## src/rtl/ifu_ifetch_pkg.sv

```systemverilog
// Shared types and constants for the IFU fetch controller.
// State encodings are 2 bits; HALT is only reachable when IFU_MISALIGN_CHK_EN is defined.
package ifu_ifetch_pkg;

  localparam int PC_SIZE     = 32;
  localparam int INSTR_SIZE  = 32;
  localparam int RFIDX_WIDTH = 5;

  localparam logic [PC_SIZE-1:0] PC_INCR = PC_SIZE'(4);

  typedef enum logic [1:0] {
    IFETCH_ST_IDLE = 2'd0,
    IFETCH_ST_REQ  = 2'd1,
    IFETCH_ST_WAIT = 2'd2,
    IFETCH_ST_HALT = 2'd3
  } ifetch_state_e;

  // PC arithmetic wraps modulo 2^PC_SIZE
  function automatic logic [PC_SIZE-1:0] pc_add(input logic [PC_SIZE-1:0] a,
                                                input logic [PC_SIZE-1:0] b);
    return a + b;
  endfunction

endpackage

```

## src/rtl/ifu_ifetch_ir.sv

```systemverilog
// Instruction register of the fetch unit: holds the last fetched instruction,
// its PC and fault flags, the valid/clear handshake towards EXU, and the
// rd-index compare the BPU uses to detect a JALR rs1 dependency on IR.
module ifu_ifetch_ir
  import ifu_ifetch_pkg::*;
(
  input  logic                   clk,
  input  logic                   rst,
  input  logic                   ir_load,
  input  logic                   ir_flush,
  input  logic [INSTR_SIZE-1:0]  load_instr,
  input  logic [PC_SIZE-1:0]     load_pc,
  input  logic                   load_err,
  input  logic                   load_misalgn,
  input  logic                   load_rs1en,
  input  logic                   load_rden,
  input  logic [RFIDX_WIDTH-1:0] load_rdidx,
  input  logic                   ir_ready,
  input  logic [RFIDX_WIDTH-1:0] dec_jalr_rs1idx,
  output logic                   ir_valid,
  output logic [INSTR_SIZE-1:0]  ir_instr,
  output logic [PC_SIZE-1:0]     ir_pc,
  output logic                   ir_err,
  output logic                   ir_misalgn,
  output logic                   ir_rs1en,
  output logic                   ir_empty,
  output logic                   ir_valid_clr,
  output logic                   jalr_rs1idx_cam_irrdidx
);

  logic                   ir_valid_q,   ir_valid_d;
  logic [INSTR_SIZE-1:0]  ir_instr_q,   ir_instr_d;
  logic [PC_SIZE-1:0]     ir_pc_q,      ir_pc_d;
  logic                   ir_err_q,     ir_err_d;
  logic                   ir_misalgn_q, ir_misalgn_d;
  logic                   ir_rs1en_q,   ir_rs1en_d;
  logic                   ir_rden_q,    ir_rden_d;
  logic [RFIDX_WIDTH-1:0] ir_rdidx_q,   ir_rdidx_d;

  // Flush kills IR; a new load wins over an EXU consume in the same cycle
  always_comb begin
    ir_valid_d   = ir_valid_q;
    ir_instr_d   = ir_instr_q;
    ir_pc_d      = ir_pc_q;
    ir_err_d     = ir_err_q;
    ir_misalgn_d = ir_misalgn_q;
    ir_rs1en_d   = ir_rs1en_q;
    ir_rden_d    = ir_rden_q;
    ir_rdidx_d   = ir_rdidx_q;
    if (ir_flush) begin
      ir_valid_d = 1'b0;
    end else if (ir_load) begin
      ir_valid_d   = 1'b1;
      ir_instr_d   = load_instr;
      ir_pc_d      = load_pc;
      ir_err_d     = load_err;
      ir_misalgn_d = load_misalgn;
      ir_rs1en_d   = load_rs1en;
      ir_rden_d    = load_rden;
      ir_rdidx_d   = load_rdidx;
    end else if (ir_ready) begin
      ir_valid_d = 1'b0;
    end
  end

  // IR state flops
  always_ff @(posedge clk or posedge rst) begin
    if (rst) begin
      ir_valid_q   <= 1'b0;
      ir_instr_q   <= '0;
      ir_pc_q      <= '0;
      ir_err_q     <= 1'b0;
      ir_misalgn_q <= 1'b0;
      ir_rs1en_q   <= 1'b0;
      ir_rden_q    <= 1'b0;
      ir_rdidx_q   <= '0;
    end else begin
      ir_valid_q   <= ir_valid_d;
      ir_instr_q   <= ir_instr_d;
      ir_pc_q      <= ir_pc_d;
      ir_err_q     <= ir_err_d;
      ir_misalgn_q <= ir_misalgn_d;
      ir_rs1en_q   <= ir_rs1en_d;
      ir_rden_q    <= ir_rden_d;
      ir_rdidx_q   <= ir_rdidx_d;
    end
  end

  assign ir_valid                = ir_valid_q;
  assign ir_instr                = ir_instr_q;
  assign ir_pc                   = ir_pc_q;
  assign ir_err                  = ir_err_q;
  assign ir_misalgn              = ir_misalgn_q;
  assign ir_rs1en                = ir_rs1en_q;
  assign ir_empty                = ~ir_valid_q;
  assign ir_valid_clr            = ir_valid_q & ir_ready;
  assign jalr_rs1idx_cam_irrdidx = ir_valid_q & ir_rden_q & (ir_rdidx_q == dec_jalr_rs1idx);

endmodule

```

## src/rtl/ifu_ifetch.sv

```systemverilog
// IFU fetch controller: PC register, request/response FSM, next-PC selection
// from the BPU prediction, and pipeline-flush handling with stale-response drop.
// Optional build macro IFU_MISALIGN_CHK_EN: a misaligned next PC is not fetched;
// instead a misaligned-fault IR entry is produced and the FSM halts until a flush.
module ifu_ifetch
  import ifu_ifetch_pkg::*;
#(
  parameter logic [31:0] RESET_PC = 32'h0000_0000
) (
  input  logic                   clk,
  input  logic                   rst,
  output logic                   ifu_req_valid,
  input  logic                   ifu_req_ready,
  output logic [PC_SIZE-1:0]     ifu_req_pc,
  input  logic                   ifu_rsp_valid,
  output logic                   ifu_rsp_ready,
  input  logic [INSTR_SIZE-1:0]  ifu_rsp_instr,
  input  logic                   ifu_rsp_err,
  output logic [INSTR_SIZE-1:0]  ifu_fetch_instr,
  output logic [PC_SIZE-1:0]     ifu_fetch_pc,
  input  logic                   dec_rs1en,
  input  logic                   dec_rden,
  input  logic [RFIDX_WIDTH-1:0] dec_rdidx,
  input  logic [RFIDX_WIDTH-1:0] dec_jalr_rs1idx,
  input  logic                   prdt_taken,
  input  logic                   bpu_wait,
  input  logic [PC_SIZE-1:0]     prdt_pc_add_op1,
  input  logic [PC_SIZE-1:0]     prdt_pc_add_op2,
  output logic                   ir_valid,
  input  logic                   ir_ready,
  output logic [INSTR_SIZE-1:0]  ir_instr,
  output logic [PC_SIZE-1:0]     ir_pc,
  output logic                   ir_err,
  output logic                   ir_misalgn,
  output logic                   ir_empty,
  output logic                   ir_rs1en,
  output logic                   ir_valid_clr,
  output logic                   jalr_rs1idx_cam_irrdidx,
  input  logic                   pipe_flush_req,
  input  logic [PC_SIZE-1:0]     pipe_flush_pc,
  output logic                   pipe_flush_ack
);

  ifetch_state_e          state_q, state_d;
  logic [PC_SIZE-1:0]     pc_q, pc_d;
  logic                   drop_q, drop_d;

  logic                   ir_free;
  logic                   rsp_accept;
  logic                   rsp_load;
  logic                   halt_load;
  logic                   ir_load;
  logic [PC_SIZE-1:0]     next_pc;

  logic [INSTR_SIZE-1:0]  load_instr;
  logic                   load_err;
  logic                   load_misalgn;
  logic                   load_rs1en;
  logic                   load_rden;
  logic [RFIDX_WIDTH-1:0] load_rdidx;

  assign ir_free        = ~ir_valid | ir_ready;
  assign next_pc        = (prdt_taken & ~ifu_rsp_err) ? pc_add(prdt_pc_add_op1, prdt_pc_add_op2)
                                                      : pc_add(pc_q, PC_INCR);
  assign pipe_flush_ack = 1'b1;
  assign ifu_fetch_instr = ifu_rsp_instr;
  assign ifu_fetch_pc    = pc_q;
  assign ifu_rsp_ready   = rsp_accept;

`ifdef IFU_MISALIGN_CHK_EN
  assign ifu_req_pc = pc_q;
`else
  assign ifu_req_pc = {pc_q[PC_SIZE-1:2], 2'b00};
`endif

  // State, PC and drop-pending registers
  always_ff @(posedge clk or posedge rst) begin
    if (rst) begin
      state_q <= IFETCH_ST_IDLE;
      pc_q    <= RESET_PC[PC_SIZE-1:0];
      drop_q  <= 1'b0;
    end else begin
      state_q <= state_d;
      pc_q    <= pc_d;
      drop_q  <= drop_d;
    end
  end

  // Next state, next PC and drop flag; a flush overrides every other transition
  always_comb begin
    state_d = state_q;
    pc_d    = pc_q;
    drop_d  = drop_q;
    if (pipe_flush_req) begin
      pc_d = pipe_flush_pc;
      if ((state_q == IFETCH_ST_WAIT) ||
          ((state_q == IFETCH_ST_REQ) && ifu_req_valid && ifu_req_ready)) begin
        drop_d  = 1'b1;
        state_d = IFETCH_ST_WAIT;
      end else begin
        state_d = IFETCH_ST_REQ;
      end
    end else begin
      unique case (state_q)
        IFETCH_ST_IDLE: state_d = IFETCH_ST_REQ;
        IFETCH_ST_REQ: begin
          if (halt_load) begin
            state_d = IFETCH_ST_HALT;
          end else if (ifu_req_valid && ifu_req_ready) begin
            state_d = IFETCH_ST_WAIT;
          end
        end
        IFETCH_ST_WAIT: begin
          if (rsp_accept) begin
            state_d = IFETCH_ST_REQ;
            if (drop_q) begin
              drop_d = 1'b0;
            end else begin
              pc_d = next_pc;
            end
          end
        end
        default: state_d = state_q;
      endcase
    end
  end

  // Bus handshakes and IR load strobes; a response is never consumed under flush so the drop flag still owns it
  always_comb begin
    ifu_req_valid = 1'b0;
    rsp_accept    = 1'b0;
    halt_load     = 1'b0;
    unique case (state_q)
      IFETCH_ST_REQ: begin
`ifdef IFU_MISALIGN_CHK_EN
        if (pc_q[1:0] != 2'b00) begin
          halt_load = ir_free & ~pipe_flush_req;
        end else begin
          ifu_req_valid = 1'b1;
        end
`else
        ifu_req_valid = 1'b1;
`endif
      end
      IFETCH_ST_WAIT: begin
        rsp_accept = ifu_rsp_valid & ir_free & (drop_q | ~bpu_wait) & ~pipe_flush_req;
      end
      default: begin
        ifu_req_valid = 1'b0;
      end
    endcase
    rsp_load = rsp_accept & ~drop_q;
    ir_load  = rsp_load | halt_load;
  end

  // IR load data: bus response normally, a synthetic misaligned-fault entry when halting
  always_comb begin
    load_instr   = ifu_rsp_instr;
    load_err     = ifu_rsp_err;
    load_misalgn = 1'b0;
    load_rs1en   = dec_rs1en;
    load_rden    = dec_rden;
    load_rdidx   = dec_rdidx;
    if (halt_load) begin
      load_instr   = '0;
      load_err     = 1'b0;
      load_misalgn = 1'b1;
      load_rs1en   = 1'b0;
      load_rden    = 1'b0;
      load_rdidx   = '0;
    end
  end

  ifu_ifetch_ir u_ir (
    .clk                     (clk),
    .rst                     (rst),
    .ir_load                 (ir_load),
    .ir_flush                (pipe_flush_req),
    .load_instr              (load_instr),
    .load_pc                 (pc_q),
    .load_err                (load_err),
    .load_misalgn            (load_misalgn),
    .load_rs1en              (load_rs1en),
    .load_rden               (load_rden),
    .load_rdidx              (load_rdidx),
    .ir_ready                (ir_ready),
    .dec_jalr_rs1idx         (dec_jalr_rs1idx),
    .ir_valid                (ir_valid),
    .ir_instr                (ir_instr),
    .ir_pc                   (ir_pc),
    .ir_err                  (ir_err),
    .ir_misalgn              (ir_misalgn),
    .ir_rs1en                (ir_rs1en),
    .ir_empty                (ir_empty),
    .ir_valid_clr            (ir_valid_clr),
    .jalr_rs1idx_cam_irrdidx (jalr_rs1idx_cam_irrdidx)
  );

endmodule

```

## config.mk

```make
export PLATFORM = sky130hd
export DESIGN_NAME = ifu_ifetch
export DESIGN_NICKNAME = d
export VERILOG_FILES = /design/src/rtl/ifu_ifetch_pkg.sv /design/src/rtl/ifu_ifetch_ir.sv /design/src/rtl/ifu_ifetch.sv
export SDC_FILE = /design/constraint.sdc
export NUM_CORES = 1
export LEC_CHECK = 0
export ABC_AREA = 0
export BUFFER_PORTS_ARGS = -buffer_cell sky130_fd_sc_hd__buf_2
export CAP_MARGIN = 20
export CORE_MARGIN = 4
export CORE_UTILIZATION = 44
export CTS_BUF_LIST = sky130_fd_sc_hd__clkbuf_4 sky130_fd_sc_hd__clkbuf_8 sky130_fd_sc_hd__clkbuf_16
export DETAILED_ROUTE_END_ITERATION = 8
export PLACE_DENSITY = 0.89
export SLEW_MARGIN = 25
export SYNTH_ARGS = -nofsm -noshare
export SYNTH_HDL_FRONTEND = slang
export SYNTH_SLANG_ARGS = --single-unit
```

## constraint.sdc

```tcl
create_clock -name clk -period 3.1 [get_ports clk]
set_input_delay 0.465 -clock clk [delete_from_list [all_inputs] [get_ports clk]]
set_output_delay 0.465 -clock clk [all_outputs]
set_load 0.02 [all_outputs]
```

==> reports/qor.yml <==
outcome:
  status: "finished clean"
grt:
  antenna_found_initial: 2
  grt_pass1_wl_mm: 38.7
  grt_util_met2_pct: 42.6
  grt_max_degree: 62
  grt.overflow.total: 0
  track_usage_pct: 24.6
  top_usage_layer: "met2"
  met1_usage_pct: 31.6
  met3_usage_pct: 4.56
  grt_pass1_vias: 7290
setup_path:
  cp-end-kind: "flip-flop"
  cp-start-kind: "primary input"
  path_max_fanout: 4
  crit_type: "primary input to flip-flop"
  critPathArrivalTime_ns: 2.94
  required_ns: 3.31
power_and_ir_drop:
  ir_drop_mv: 0.331
  p_leak_nw: 4.97
  p_per_area_nw_per_um2: 551
  total_power_w: 0.00507
clocking:
  cts_root_buf: "clkbuf_16"
  numCtsBuffers: 9
  cts_setup_buffers: 0
  cts_tree: "built"
  clockBufferDepth: 2
  cts-resized-gates: 0
  clk_latency_ns: 0.34
  hold_buffers: 0
  clk_pin_slew_ns: 0.08
  htreeDepth: 3
  cts.sinks: 108
floorplanning:
  io_pins: 319
  design.core.area_um2: 16600
  die_height_um: 138
  die_w_um: 138
  initial_core_util_pct: 45.0
  row_count: 47
  die_area_um2: 19200
synthesis:
  synth.distinct_cells: 81
  synth-edff-count: 0
  seq_area_frac_synth_pct: 36.1
  ys_seq_elements: 108
  netlist_instances: 941
  synthArstFlopShare_pct: 100
  syn_area_um2: 7480
  ys.flop_type: "dfrtp_1"
  synth-warning-count: 0
  avgSynthCellArea_um2: 7.95
timing:
  min_period_over_period_pct: 88.2
  tns_ns: 0
  slew_headroom_pct: 45.5
  worst_pin_slew_ns: 0.814
  max_freq_mhz: 366
  rsz0062_at_grt: "no"
  hold_violations: 0
  hold_ws_ns: 0.242
  fin_skew_ns: 0.0103
  setup_viol_count_final: 0
  setup_ws_ns: 0.367
  min_period_ns: 2.73
  slew_violations: 0
drt:
  dr.pass1.iters: 5
  route.vias.total: 7680
  avgViaCountPerCell: 5.44
  ant_nets: 0
  routed_wirelength_mm: 24.7
  wl_per_cell_um: 17.5
  drc: 0
  drtIter0Drc: 701
layout:
  final_common_cell: "buf_2"
  layout-drive-gt1-share_pct: 32.1
  final_core_util_pct: 55.3
  layout_common_cells: "buf_2 (314), nand2_1 (269), dfrtp_1 (108)"
  fillCellCount: 1565
  area_growth_pct: 22.9
  nets: 1368
job:
  max_cap_violations: 0
placed_design:
  portBuffers: 314
  dp_hpwl_mm: 19.5
  place_congestion: 0.923
  pre_cts_slack_ns: 0.0232
hold_path:
  hold_path_class: "primary input to async pin"
==> state kept, by name, indices dropped and copies added, names as in the netlist, 2 cells and up <==
register / count
u_ir.ir_pc: 32
ifu_fetch_pc: 32
state_q: 2
u_ir.ir_rdidx_q: 5
u_ir.ir_instr: 32
==> layer usage <==
layer  vias up  routed length [µm]
met5         -                   0
met1      3552               10000
met4         0                 588
met3        42                2010
li1       3676                   -
met2       410               12100
==> cell families after synthesis <==
kind of cell,Yosys count,synth area share (%)
simple gates,424,25.3
flops,108,36.1
xor+xnor,30,3.51
other cells,2,0.100
fa+ha+maj,33,5.62
compound gates,213,18.6
buf+inv,125,9.80
mux,6,0.903
==> cells in the mapped netlist, drive strengths merged (8+ instances only) <==
cell,count,area [µm²]
a211oi,8,65.1
a21o,16,120
a21oi,66,330
a31oi,8,50.1
and2,9,56.3
and3,13,81.3
buf,77,553
clkbuf,35,131
dfrtp,108,2700
ha,32,400
inv,13,48.8
nand2,270,1020
nand3,17,85.1
nand4,10,68.8
nor2,49,194
nor2b,12,82.6
nor3,9,45.0
o21ai,49,245
xnor2,19,166
xor2,11,96.3
==> power breakdown <==
part           total, W  internal [W]  switching, W  leakage (nW)
registers       0.00200       0.00174      0.000257          1.41
clock network   0.00113      0.000589      0.000544         0.146
logic           0.00194      0.000706       0.00123          3.41
==> final cells by class <==
class	count	area (µm²)	area share, %
Timing Repair Buffer	344	1810	19.7
Antenna cell	2	5.00	0.0544
Clock buffer	11	246	2.68
Inverter	13	52.6	0.571
Tap cell	220	275	2.99
Sequential cell	108	2700	29.4
Multi-Input combinational cell	710	4060	44.2
Clock inverter	5	42.5	0.463
==> stage by stage <==
stage | cells | area, µm²
after global placement | 1395 | 8900
after CTS | 1411 | 9190
after detailed placement | 1395 | 8900
after global routing | 1413 | 9200
final | 1413 | 9200
after floorplan | 943 | 7490
==> critical path, cell delays in order <==
cell and delay, ns:
buf_2 0.10, ha_1 0.20, inv_1 0.07, fa_1 0.18, and2b_1 0.22, o2111ai_1 0.29, a211oi_1 0.16, nor4_2 0.44
nor4_1 0.12, or3_1 0.33, a311oi_1 0.27, o31ai_1 0.09
==> final timing paths <==
path / from / endpoint / slack, ns / cells past startpoint
setup / recovery: prdt_pc_add_op1[0] / ifu_fetch_pc[18] / 0.37 / 12
hold / removal: rst / u_ir.ir_rden_q / 0.24 / 2
setup reg to reg: ifu_fetch_pc[2] / ifu_fetch_pc[24] / 0.47 / 9
hold reg to reg: u_ir.ir_instr[13] / u_ir.ir_instr[13] / 0.47 / 2
max in group asynchronous: rst / ifu_fetch_pc[25] / 2.00 / 3
min in group clk: dec_rden / u_ir.ir_rden_q / 0.32 / 3
No activity file was read; power rests on OpenSTA's default activity.
